===== src/rtl/aes_pkg.sv =====
// Shared AES sequencing constants: key-length encodings, round counts and FSM states.
package aes_pkg;

    localparam logic [1:0] KEY_LEN_128 = 2'b00;
    localparam logic [1:0] KEY_LEN_192 = 2'b01;
    localparam logic [1:0] KEY_LEN_256 = 2'b10;
    localparam logic [1:0] KEY_LEN_BAD = 2'b11;

    localparam logic [3:0] NR_128 = 4'd10;
    localparam logic [3:0] NR_192 = 4'd12;
    localparam logic [3:0] NR_256 = 4'd14;

    typedef enum logic [1:0] {
        ST_IDLE = 2'b00,
        ST_RUN  = 2'b01,
        ST_DONE = 2'b10
    } seq_state_e;

endpackage


===== src/rtl/aes_round_sequencer_if.sv =====
// Control/status bundle between a pass controller (master) and the round sequencer (slave).
interface aes_round_sequencer_if #(
    parameter int unsigned ADDR_W = 4
);
    logic              start;
    logic [1:0]        key_len;
    logic              stall;
    logic              abort;
    logic [3:0]        round_num;
    logic [ADDR_W-1:0] round_key_addr;
    logic              wr;
    logic              busy;
    logic              last_round;
    logic              done;
    logic              err;

    modport master (
        output start, key_len, stall, abort,
        input  round_num, round_key_addr, wr, busy, last_round, done, err
    );

    modport slave (
        input  start, key_len, stall, abort,
        output round_num, round_key_addr, wr, busy, last_round, done, err
    );
endinterface


===== src/rtl/aes_nr_decode.sv =====
// Maps key_len to the AES round count Nr and flags the reserved encoding.
module aes_nr_decode
    import aes_pkg::*;
(
    input  logic [1:0] key_len,
    output logic [3:0] nr,
    output logic       illegal
);

    always_comb begin
        nr      = NR_128;
        illegal = 1'b0;
        case (key_len)
            KEY_LEN_128: nr = NR_128;
            KEY_LEN_192: nr = NR_192;
            KEY_LEN_256: nr = NR_256;
            default:     illegal = 1'b1;
        endcase
    end

endmodule


===== src/rtl/aes_round_sequencer.sv =====
// Steps round_num/round_key_addr through (Nr+1)*BEATS_PER_ROUND write beats per pass.
module aes_round_sequencer
    import aes_pkg::*;
#(
    parameter int unsigned BEATS_PER_ROUND = 16,
    parameter int unsigned ADDR_W          = $clog2(BEATS_PER_ROUND)
) (
    input  logic clk,
    input  logic rst,
    aes_round_sequencer_if.slave bus
);

    localparam int unsigned LAST_BEAT = BEATS_PER_ROUND - 1;

    seq_state_e        state;
    logic [3:0]        nr;
    logic [3:0]        round_num;
    logic [ADDR_W-1:0] addr;
    logic              busy;
    logic              last_round;
    logic              done;
    logic              err;

    logic [3:0]        dec_nr;
    logic              dec_illegal;

    aes_nr_decode u_nr_decode (
        .key_len (bus.key_len),
        .nr      (dec_nr),
        .illegal (dec_illegal)
    );

    // Sequencer FSM; status outputs are registered alongside the state transition.
    always_ff @(posedge clk) begin
        if (rst) begin
            state      <= ST_IDLE;
            nr         <= NR_128;
            round_num  <= 4'd0;
            addr       <= '0;
            busy       <= 1'b0;
            last_round <= 1'b0;
            done       <= 1'b0;
            err        <= 1'b0;
        end else begin
            done <= 1'b0;
            err  <= 1'b0;
            case (state)
                ST_IDLE: begin
                    if (bus.start && !bus.abort) begin
                        if (dec_illegal) begin
                            err <= 1'b1;
                        end else begin
                            state      <= ST_RUN;
                            nr         <= dec_nr;
                            round_num  <= 4'd0;
                            addr       <= '0;
                            busy       <= 1'b1;
                            last_round <= 1'b0;
                        end
                    end
                end
                ST_RUN: begin
                    if (bus.abort) begin
                        state      <= ST_IDLE;
                        round_num  <= 4'd0;
                        addr       <= '0;
                        busy       <= 1'b0;
                        last_round <= 1'b0;
                    end else if (!bus.stall) begin
                        if (addr == ADDR_W'(LAST_BEAT)) begin
                            if (round_num == nr) begin
                                state      <= ST_DONE;
                                done       <= 1'b1;
                                busy       <= 1'b0;
                                last_round <= 1'b0;
                            end else begin
                                round_num  <= round_num + 4'd1;
                                addr       <= '0;
                                last_round <= ((round_num + 4'd1) == nr);
                            end
                        end else begin
                            addr <= addr + ADDR_W'(1);
                        end
                    end
                end
                ST_DONE: begin
                    // Final counter values are left visible in IDLE unless aborted.
                    state <= ST_IDLE;
                    if (bus.abort) begin
                        round_num <= 4'd0;
                        addr      <= '0;
                    end
                end
                default: state <= ST_IDLE;
            endcase
        end
    end

    assign bus.wr             = (state == ST_RUN) && !bus.stall;
    assign bus.round_num      = round_num;
    assign bus.round_key_addr = addr;
    assign bus.busy           = busy;
    assign bus.last_round     = last_round;
    assign bus.done           = done;
    assign bus.err            = err;

endmodule


===== src/flat_wrapper.sv =====
// flat-port wrapper written by rule: the top's interface ports become plain ports
module aes_round_sequencer_flat import aes_pkg::*;
#(
    parameter int unsigned BEATS_PER_ROUND = 16,
    parameter int unsigned ADDR_W          = $clog2(BEATS_PER_ROUND)
)
  (clk, rst, bus_start, bus_key_len, bus_stall, bus_abort, bus_round_num, bus_round_key_addr, bus_wr, bus_busy, bus_last_round, bus_done, bus_err);
  aes_round_sequencer_if #(.ADDR_W(ADDR_W)) bus_i ();
  input  logic clk;
  input  logic rst;
  input wire logic [$bits(bus_i.start)-1:0] bus_start;
  input wire logic [$bits(bus_i.key_len)-1:0] bus_key_len;
  input wire logic [$bits(bus_i.stall)-1:0] bus_stall;
  input wire logic [$bits(bus_i.abort)-1:0] bus_abort;
  output wire logic [$bits(bus_i.round_num)-1:0] bus_round_num;
  output wire logic [$bits(bus_i.round_key_addr)-1:0] bus_round_key_addr;
  output wire logic [$bits(bus_i.wr)-1:0] bus_wr;
  output wire logic [$bits(bus_i.busy)-1:0] bus_busy;
  output wire logic [$bits(bus_i.last_round)-1:0] bus_last_round;
  output wire logic [$bits(bus_i.done)-1:0] bus_done;
  output wire logic [$bits(bus_i.err)-1:0] bus_err;
  assign bus_i.start = bus_start;
  assign bus_i.key_len = bus_key_len;
  assign bus_i.stall = bus_stall;
  assign bus_i.abort = bus_abort;
  assign bus_round_num = bus_i.round_num;
  assign bus_round_key_addr = bus_i.round_key_addr;
  assign bus_wr = bus_i.wr;
  assign bus_busy = bus_i.busy;
  assign bus_last_round = bus_i.last_round;
  assign bus_done = bus_i.done;
  assign bus_err = bus_i.err;
  aes_round_sequencer #(.BEATS_PER_ROUND(BEATS_PER_ROUND), .ADDR_W(ADDR_W)) u_core (.clk(clk), .rst(rst), .bus(bus_i));
endmodule

===== config.mk =====
export PLATFORM = sky130hd
export DESIGN_NAME = aes_round_sequencer_flat
export DESIGN_NICKNAME = d
export VERILOG_FILES = /design/src/rtl/aes_pkg.sv /design/src/rtl/aes_round_sequencer_if.sv /design/src/rtl/aes_nr_decode.sv /design/src/rtl/aes_round_sequencer.sv /design/src/flat_wrapper.sv
export SDC_FILE = /design/constraint.sdc
export NUM_CORES = 1
export LEC_CHECK = 0
export BUFFER_PORTS_ARGS = -buffer_cell sky130_fd_sc_hd__buf_4
export CAP_MARGIN = 10
export CORE_MARGIN = 2
export CORE_UTILIZATION = 54
export DETAILED_ROUTE_END_ITERATION = 8
export PLACE_DENSITY = 0.82
export SKIP_CTS_REPAIR_TIMING = 1
export SLEW_MARGIN = 20
export SYNTH_ARGS = -nofsm -noshare
export SYNTH_HDL_FRONTEND = slang
export SYNTH_HIERARCHICAL = 1
export SYNTH_SLANG_ARGS = --single-unit

===== constraint.sdc =====
create_clock -name clk -period 4 [get_ports clk]
set_clock_uncertainty 0.2 [all_clocks]
set_input_delay 0.6 -clock clk [delete_from_list [all_inputs] [get_ports clk]]
set_output_delay 0.6 -clock clk [all_outputs]
set_load 0.05 [all_outputs]

# --- Word level (Yosys, flattened, before mapping) ---
# Cells that the tools add are included.
word_totals:
  ff_bits: 18
  in_bits: 7
  word_cells: 83
op_classes:
  addsub: 2
  n_eq_ne: 15
  n_mux: 37
  bitwise: 4
  n_reduce_logical: 17
ops:
  columns: ["operator", "n"]
  rows:
  - ["$mux 4", 11]
  - ["$pmux 4 s3", 2]
  - ["$mux 1", 14]
  - ["$mux 2", 6]
  - ["$reduce_and 6->1", 2]
  - ["$reduce_and 5->1", 2]
  - ["$add 4x1->4 const B", 2]
  - ["$eq 4x4->1", 2]
  - ["$reduce_and 7->1", 1]
  - ["$ne 3x2->1 const B", 2]
  - ["$ne 3x3->1 const B", 2]
  - ["$pmux 3 s2", 1]
  - ["$reduce_or 3->1", 2]
  - ["$reduce_or 5->1", 1]
  - ["$eq 2x1->1 const B", 2]
  - ["$eq 2x2->1 const B", 2]
  - ["$eq 4x4->1 const B", 1]
  - ["$logic_not 2->1", 2]
  - ["$ne 2x2->1 const B", 2]
  - ["$ne 4x4->1 const B", 1]
  - ["$not 1->1", 4]
  - ["$pmux 1 s2", 2]
  - ["$pmux 2 s2", 1]
  - ["$reduce_and 3->1", 1]
  - ["5 further kinds", 7]

# --- Depth between registers and ports, before layout ---
# Gate-level depths: netlist of run 1.
logic_depth:
  depth_word: 7
  depth_mapped: 6
  ltp_nobuf: 5

# --- Cells and area by module ---
# Netlist of run 1, hierarchy kept.
by_module_without_submodules:
  columns: ["module", "instances", "cells_per_inst", "area_each_um2", "seq_area_each_um2"]
  rows:
  - ["aes_round_sequencer", 1, 120, 1033.5, 360.3]
  - ["aes_nr_decode", 1, 9, 58.8, 0.0]

# --- Worst setup path before layout of run 1 ---
# Ideal clock, no wire load.
synth_timing:
  kind: "flip-flop to output port"
  startpoint: "register u_core.state[0]"
  endpoint: "output bus_wr"
  arrival_ns: 1.833
  t_required_ns: 3.200
  setup_slack_ns: 1.367
  path_stages_with_launch: 3
  path_buffers: 1
  path_cell_list: "dfxtp_1 > clkbuf_1 > nor3b_1"
synth_between:
  elab_chain_cells: 2
synth_rtl:
  columns: ["item", "line_no", "text"]
  rows:
  - ["from (decl)", "aes_round_sequencer.sv:15", "seq_state_e state;"]
  - ["from (signal assigned)", "aes_round_sequencer.sv:36", "state <= ST_IDLE;"]
  - ["from (signal assigned)", "aes_round_sequencer.sv:53", "state <= ST_RUN;"]
  - ["from (signal assigned)", "aes_round_sequencer.sv:64", "state <= ST_IDLE;"]
  - ["$eq 2x1->1", "aes_round_sequencer.sv:99", "assign bus.wr = (state == ST_RUN) && !bus.stall;"]
  - ["$logic_and 1x1->1", "aes_round_sequencer.sv:99", null]
  - ["to (decl)", "flat_wrapper.sv:17", "output wire logic [$bits(bus_i.wr)-1:0] bus_wr;"]
# No other way between the ends.

# --- Final worst setup path of run 1 ---
# Same ends and word-level chain as after synthesis.

==> qor.yml, run 1 <==
timing:
  fmax_ghz: 0.4524
  setup_viol: 0
  finalCritPeriodShare_pct: 55.26
  tightest_slew_ns: 0.6303
  relSlewSlack_pct: 57.43
  finalSetupTns_ns: 0
  drv_slew: 0
  min_period_ns: 2.211
  rsz0062_at_grt: "no"
  hold_violations: 0
synth:
  synth_cells: 129
  synth_seq_cells: 18
  synth_ff_type: "dfxtp_1"
  synth_edf_count: 0
  synth_area_mm2: 0.001092
  avgSynthCellArea_um2: 8.467
  synth_nets: 140
  async_reset_ff_share_pct: 0
  yosysSeqAreaShare_pct: 32.99
  synth.distinct_cells: 44
  ys_warn_count: 6
drt:
  wire_per_inst_um: 13.74
  ant_nets: 0
  drt_first_iter_violations: 29
  vias: 1014
  drtPass1Iterations: 4
  drc_errors: 0
  drt_wl_total_um: 2350
  vias_per_cell: 5.930
setup_path:
  critPathRequiredTime_ns: 3.20
  cp.depth: 2
  max_stage_delay_ns: 0.55
  startpoint: "u_core/state[0]"
  crit_buf_inv: 1
  crit_arrival_ns: 1.41
  reg2regPathDepth: 4
  path_class: "reg2out"
  critical-path-top-delay-family: "flip-flops"
  critPathCaptureType: "output port"
  cp_slowest_cell: "dfxtp_1"
  crit_chain: "nor3b_1, buf_4"
  startpoint_type: "flip-flop"
  timing.rr.start: "u_core/state[0]"
  path_max_fanout: 14
outcome:
  status: "finished, final reports clean"
hold_path:
  holdPathStages: 2
  hold_path.startpoint: "u_core/bus.last_round"
  hold_path.class: "reg2reg"
die:
  io_pins: 20
  die-area_mm2: 0.002399
  placementRows: 16
  initial_core_util_pct: 56.25
  die_w_um: 48.98
  chipHeight_um: 48.98
  coreArea_mm2: 0.001942
cells_and_area:
  drive_above_1_share_pct: 19.44
  synthToLayoutAreaGrowth_pct: 15.92
  final-seq-area_um2: 360.3
  fillCellCount: 175
  final_cell_mix: "buf_4, dfxtp_1, inv_1, nand2_1, nand3_1"
  final_common_cell: "buf_4"
  multi_input_area_um2: 655.6
  final_nets: 156
  design_area_mm2: 0.001266
  final_cells: 171
  n_antenna_cell: 0
cts:
  root_buffer: "clkbuf_4"
  htreeDepth: 1
  clk_pin_slew_ns: 0.11
  clockBufferDepth: 2
  cts_sinks: 18
  numCtsBuffers: 3
  clkLatencyLatePin_ns: 0.30
  cts_tree: "done"
power_and_ir_drop:
  clock_power_share_pct: 33.2
  p_comb_share_pct: 12.3
  power_leakage_nw: 0.4950
  switching_share_pct: 25.33
  power_switching_uw: 86.36
  peakVddDrop_mv: 0.2272
  p_int_uw: 254.6
  powerDensity_mw_per_mm2: 269.3
  pwr-share-seq_pct: 54.5
grt:
  grt_pass1_vias: 932
  grt_overflow: 0
  grt_pass1_wl_um: 3898
  grt_usage_pct: 20.95
  grt_max_degree: 15
  antenna_found_initial: 0
placement:
  globalplace.congestion: 0.8758
  hpwlAfterDp_um: 1778
  placed_area_mm2: 0.001230
  portBuffers: 19
  dp_cells: 167
job:
  maxCapViolCount: 0
[cell type report]
type	count	area share (%)
multi-input cells	93	51.78
flip-flops and latches	18	28.46
repair buffers	19	11.26
inverters	10	2.964
clock buffers	4	2.866
well taps	27	2.668
[worst register-to-register path: cells and delay by family (launching register included)]
family | cells | cell delay [ns]
flops | 1 | 0.55
simple gates | 4 | 1.37
[logic make-up after synthesis]
family	count (synthesis)	share of synthesized area (%)
mux	5	4.582
flops	18	32.99
simple gates	50	27.72
other cells	2	0.6875
xor+xnor	7	5.613
compound gates	25	16.84
fa+ha+maj	4	4.582
buf+inv	18	6.987
[cells in the mapped netlist (2+ instances only)]
master | instances | area (µm²)
o22ai_1 | 2 | 12.51
xnor2_1 | 2 | 17.52
xor2_1 | 5 | 43.79
nand4_1 | 3 | 18.77
a21oi_1 | 3 | 15.01
dfxtp_1 | 18 | 360.4
inv_1 | 10 | 37.54
nand2_1 | 9 | 33.78
nor2b_1 | 2 | 12.51
nor3b_1 | 4 | 30.03
nor2_1 | 4 | 15.01
nand2b_1 | 3 | 18.77
a221oi_1 | 2 | 17.52
and3_1 | 2 | 12.51
or4_4 | 2 | 22.52
mux2i_1 | 5 | 50.05
nand3_1 | 6 | 30.03
ha_1 | 4 | 50.05
conb_1 | 2 | 7.510
nor3_1 | 4 | 20.02
buf_4 | 2 | 15.01
a31oi_1 | 3 | 18.77
or3_1 | 2 | 12.51
o211ai_1 | 5 | 37.54
clkbuf_1 | 5 | 18.77
a211oi_1 | 2 | 15.01
[state kept, by name, indices dropped and copies added, names as in the netlist]
| signal | cells |
|---|---|
| u_core/bus.round_key_addr | 4 |
| u_core/bus.round_num | 4 |
| u_core/nr | 4 |
| u_core/state | 2 |
| u_core/bus.busy | 1 |
| u_core/bus.done | 1 |
| u_core/bus.err | 1 |
| u_core/bus.last_round | 1 |
[through the flow]
| stage | hold slack [ns] | worst slack (ns) | power [mW] | utilization [%] |
|---|---|---|---|---|
| after floorplan | 0.2616 | 1.367 | 0.2198 | - |
| after global routing | 0.3104 | 1.661 | 0.3570 | 65.21 |
| after global placement | 0.2486 | 1.585 | 0.2304 | 63.34 |
| after detailed placement | 0.2632 | 1.595 | 0.2315 | 63.34 |
| after CTS | 0.2775 | 1.776 | 0.3447 | 65.21 |
| final | 0.2731 | 1.789 | 0.3409 | 65.21 |
[power groups by stage]
stage	combinational (mW)	sequential [mW]	clock (mW)
2_1_floorplan	0.0275	0.192	0
3_3_place_gp	0.0408	0.190	0
3_5_place_dp	0.0416	0.190	0
4_1_cts	0.0419	0.186	0.117
5_1_grt	0.0460	0.186	0.125
6_report	0.0421	0.186	0.113
[path summary, 6_finish.rpt]
path	end	slack, ns
setup / recovery	bus_wr	1.79
hold / removal	u_core/bus.last_round	0.27
setup reg to reg	u_core/bus.round_num[3]	1.82
hold reg to reg	u_core/bus.last_round	0.27
[routing by layer]
metal	GRT usage [%]	part of all wire, %
met1	24.95	43
met2	34.02	48
met3	4.294	6.6
met4	13.81	1.9
met5	0	0
(Power assumes the default switching activity.)
==> run 2, diff against run 1 <==
--- a/config.mk
+++ b/config.mk
@@ -8,9 +8,9 @@
 export BUFFER_PORTS_ARGS = -buffer_cell sky130_fd_sc_hd__buf_4
 export CAP_MARGIN = 10
 export CORE_MARGIN = 2
-export CORE_UTILIZATION = 54
+export CORE_UTILIZATION = 49
 export DETAILED_ROUTE_END_ITERATION = 8
-export PLACE_DENSITY = 0.82
+export PLACE_DENSITY = 0.78
 export SKIP_CTS_REPAIR_TIMING = 1
 export SLEW_MARGIN = 20
 export SYNTH_ARGS = -nofsm -noshare
==> constraint.sdc (replaced) <==
create_clock -name clk -period 2 [get_ports clk]
set_clock_uncertainty 0.2 [all_clocks]
set_input_delay 0.3 -clock clk [delete_from_list [all_inputs] [get_ports clk]]
set_output_delay 0.3 -clock clk [all_outputs]
set_load 0.05 [all_outputs]
==> run 2 against run 1 <==
Effect of this change: cell area grew 12%; clock power grew 67%; clock-buffer cell count is 1 lower; via count is 8.8% higher; die area increased by 9.4%; core utilization grew 0.84 points; largest power group unchanged; wire length grew 15%; combinational power is 140% higher; largest cell class unchanged; flip-flop and latch count stayed put.
==> qor.yml, run 2 (synthesis results as in run 1) <==
setup_path:
  cp.depth: 5  # +3
  critPathRequiredTime_ns: 1.98  # -1.22 ns
  timing.rr.start: "u_core/bus.round_num[0]"
  startpoint_type: "flip-flop"
  crit_buf_inv: 1  # unchanged
  path_max_fanout: 5  # -9
  startpoint: "u_core/bus.round_num[0]"
  path_class: "reg2reg"
  r2r_setup_slack_ns: 0.07  # -1.75 ns
  reg2regPathDepth: 5  # +1
  critical-path-top-delay-family: "simple AND/OR/NAND/NOR gates"
  cp_slowest_cell: "or4_4"
  r2r_end: "u_core/bus.round_key_addr[1]"
  critPathCaptureType: "flip-flop"
  crit_chain: "xor2_1, or4_4, buf_4, nor2_1, o211ai_1"
  max_stage_delay_ns: 0.55  # about the same
  crit_arrival_ns: 1.92  # +0.51 ns
cells_and_area:
  final_cell_mix: "buf_4, inv_1, nand2_1, dfxtp_1, dfxtp_4"
  synthToLayoutAreaGrowth_pct: 29.90
  final_common_cell: "buf_4"
  final_cells: 183  # +7.0%
  final_nets: 167  # +7.1%
  finalCoreUtilization_pct: 66.05  # +0.84 points
  n_antenna_cell: 0  # unchanged
  drive_above_1_share_pct: 34.19  # +15 points
  fillCellCount: 189  # +8.0%
grt:
  grt_overflow: 0  # unchanged
  grt_usage_pct: 22.11  # +1.2 points
  grt_pass1_vias: 1029  # +10%
  antenna_found_initial: 0  # unchanged
  grt_max_degree: 12  # -3
  grt_pass1_wl_um: 4409  # +13%
timing:
  min_period_ns: 1.933
  fmax_ghz: 0.5172
  drv_slew: 0  # unchanged
  relSlewSlack_pct: 64.54  # +7.1 points
  rsz0062_at_grt: "no"
  setup_viol: 0  # unchanged
  tightest_slew_ns: 0.5296  # -0.1007 ns
  finalCritPeriodShare_pct: 96.67
  hold_violations: 0  # unchanged
placement:
  hpwlAfterDp_um: 2046  # +15%
  dp_cells: 178  # +6.6%
  globalplace.congestion: 0.8596  # -1.8%
  portBuffers: 19  # unchanged
die:
  placementRows: 17  # +1
  chipHeight_um: 51.22  # +4.6%
  coreArea_mm2: 0.002148  # +11%
  die-area_mm2: 0.002623  # +9.4%
  initial_core_util_pct: 50.84  # -5.4 points
  io_pins: 20  # unchanged
  die_w_um: 51.22  # +4.6%
drt:
  drc_errors: 0  # unchanged
  vias_per_cell: 6.027  # +1.6%
  wire_per_inst_um: 14.72  # +7.1%
  vias: 1103  # +8.8%
  drtPass1Iterations: 4  # unchanged
  drt_wl_total_um: 2693  # +15%
  ant_nets: 0  # unchanged
  drt_first_iter_violations: 42  # +45%
power_and_ir_drop:
  powerDensity_mw_per_mm2: 459.1  # +70%
  power_switching_uw: 179.5  # +110%
  power_leakage_nw: 0.5577  # +13%
  p_comb_share_pct: 15.2  # +2.9 points
  switching_share_pct: 27.56  # +2.2 points
  pwr-share-seq_pct: 55.7  # +1.2 points
  p_int_uw: 471.8  # +85%
  clock_power_share_pct: 29.0  # -4.2 points
  peakVddDrop_mv: 0.4645  # +100%
  total_power_uw: 651.4  # +91%
hold_path:
  hold_path.class: "in2reg"
  hold_path.startpoint: "bus_start"
  holdPathStages: 3  # +1
  hold-path-endpoint: "u_core/bus.err"
cts:
  cts_sinks: 18  # unchanged
  root_buffer: "clkbuf_4"
  clkLatencyLatePin_ns: 0.29  # about the same
  clockBufferDepth: 2  # unchanged
  numCtsBuffers: 3  # unchanged
  htreeDepth: 1  # unchanged
  cts_tree: "done"
  clk_pin_slew_ns: 0.11  # about the same
job:
  maxCapViolCount: 0  # unchanged
outcome:
  status: "finished, final reports clean"
==> run 2: changes by cell type in the layout (fill, tap and decap cells not counted), moves of 2 or more <==
cell,previous run,this run
buf_4,19,30
dfxtp_1,18,8
dfxtp_4,0,7
dfxtp_2,0,3
xor2_1,5,3
==> run 2: worst max-delay path by stage <==
stage | slack, ns | to
global placement | 0.009 | u_core/bus.round_num[3]
global route | 0.00002 | u_core/bus.round_key_addr[1]
detailed placement | -0.04 | u_core/bus.last_round
finish | 0.07 | u_core/bus.round_key_addr[1]
CTS | -0.01 | u_core/bus.round_key_addr[0]
floorplan | -0.02 | u_core/bus.round_key_addr[0]
==> run 2: worst reg2reg max path, stage by stage, from the launching register on <==
cell and delay (ns):
dfxtp_4 0.37, xor2_1 0.18, or4_4 0.55, buf_4 0.16, nor2_1 0.24, o211ai_1 0.14
==> run 2: final cells by class <==
class	count	area [µm²]	share of cell area [%]
Clock buffer	3	22.52	1.587
Clock inverter	1	3.754	0.2646
Inverter	10	37.54	2.646
Multi-Input combinational cell	93	704.4	49.65
Sequential cell	18	390.4	27.51
Tap cell	28	35.03	2.469
Timing Repair Buffer	30	225.2	15.87
==> run 2: stage by stage <==
stage	instance area, µm²	setup TNS, ns	setup slack, ns	hold slack [ns]
2_1_floorplan	1149	-0.01592	-0.01592	0.2183
3_3_place_gp	1363	0	0.009055	0.2567
3_5_place_dp	1363	-0.05203	-0.04164	0.2824
4_1_cts	1389	-0.01253	-0.01253	0.03932
5_1_grt	1419	0	0.00001510	0.05154
6_report	1419	0	0.06664	0.04720
==> run 2: per-layer routing <==
layer	vias to the layer above	wire (µm)	GRT usage (%)
met3	4	107	3.509
li1	518	-	-
met2	41	1366	39.61
met4	0	21	7.895
met5	-	0	0
met1	540	1197	26.55
==> run 2: power groups by stage <==
| stage | registers, mW | clock network, mW | logic (mW) |
|---|---|---|---|
| 2_1_floorplan | 0.378 | 0 | 0.0565 |
| 3_3_place_gp | 0.371 | 0 | 0.0942 |
| 3_5_place_dp | 0.372 | 0 | 0.0959 |
| 4_1_cts | 0.364 | 0.198 | 0.0967 |
| 5_1_grt | 0.364 | 0.213 | 0.107 |
| 6_report | 0.363 | 0.189 | 0.0992 |
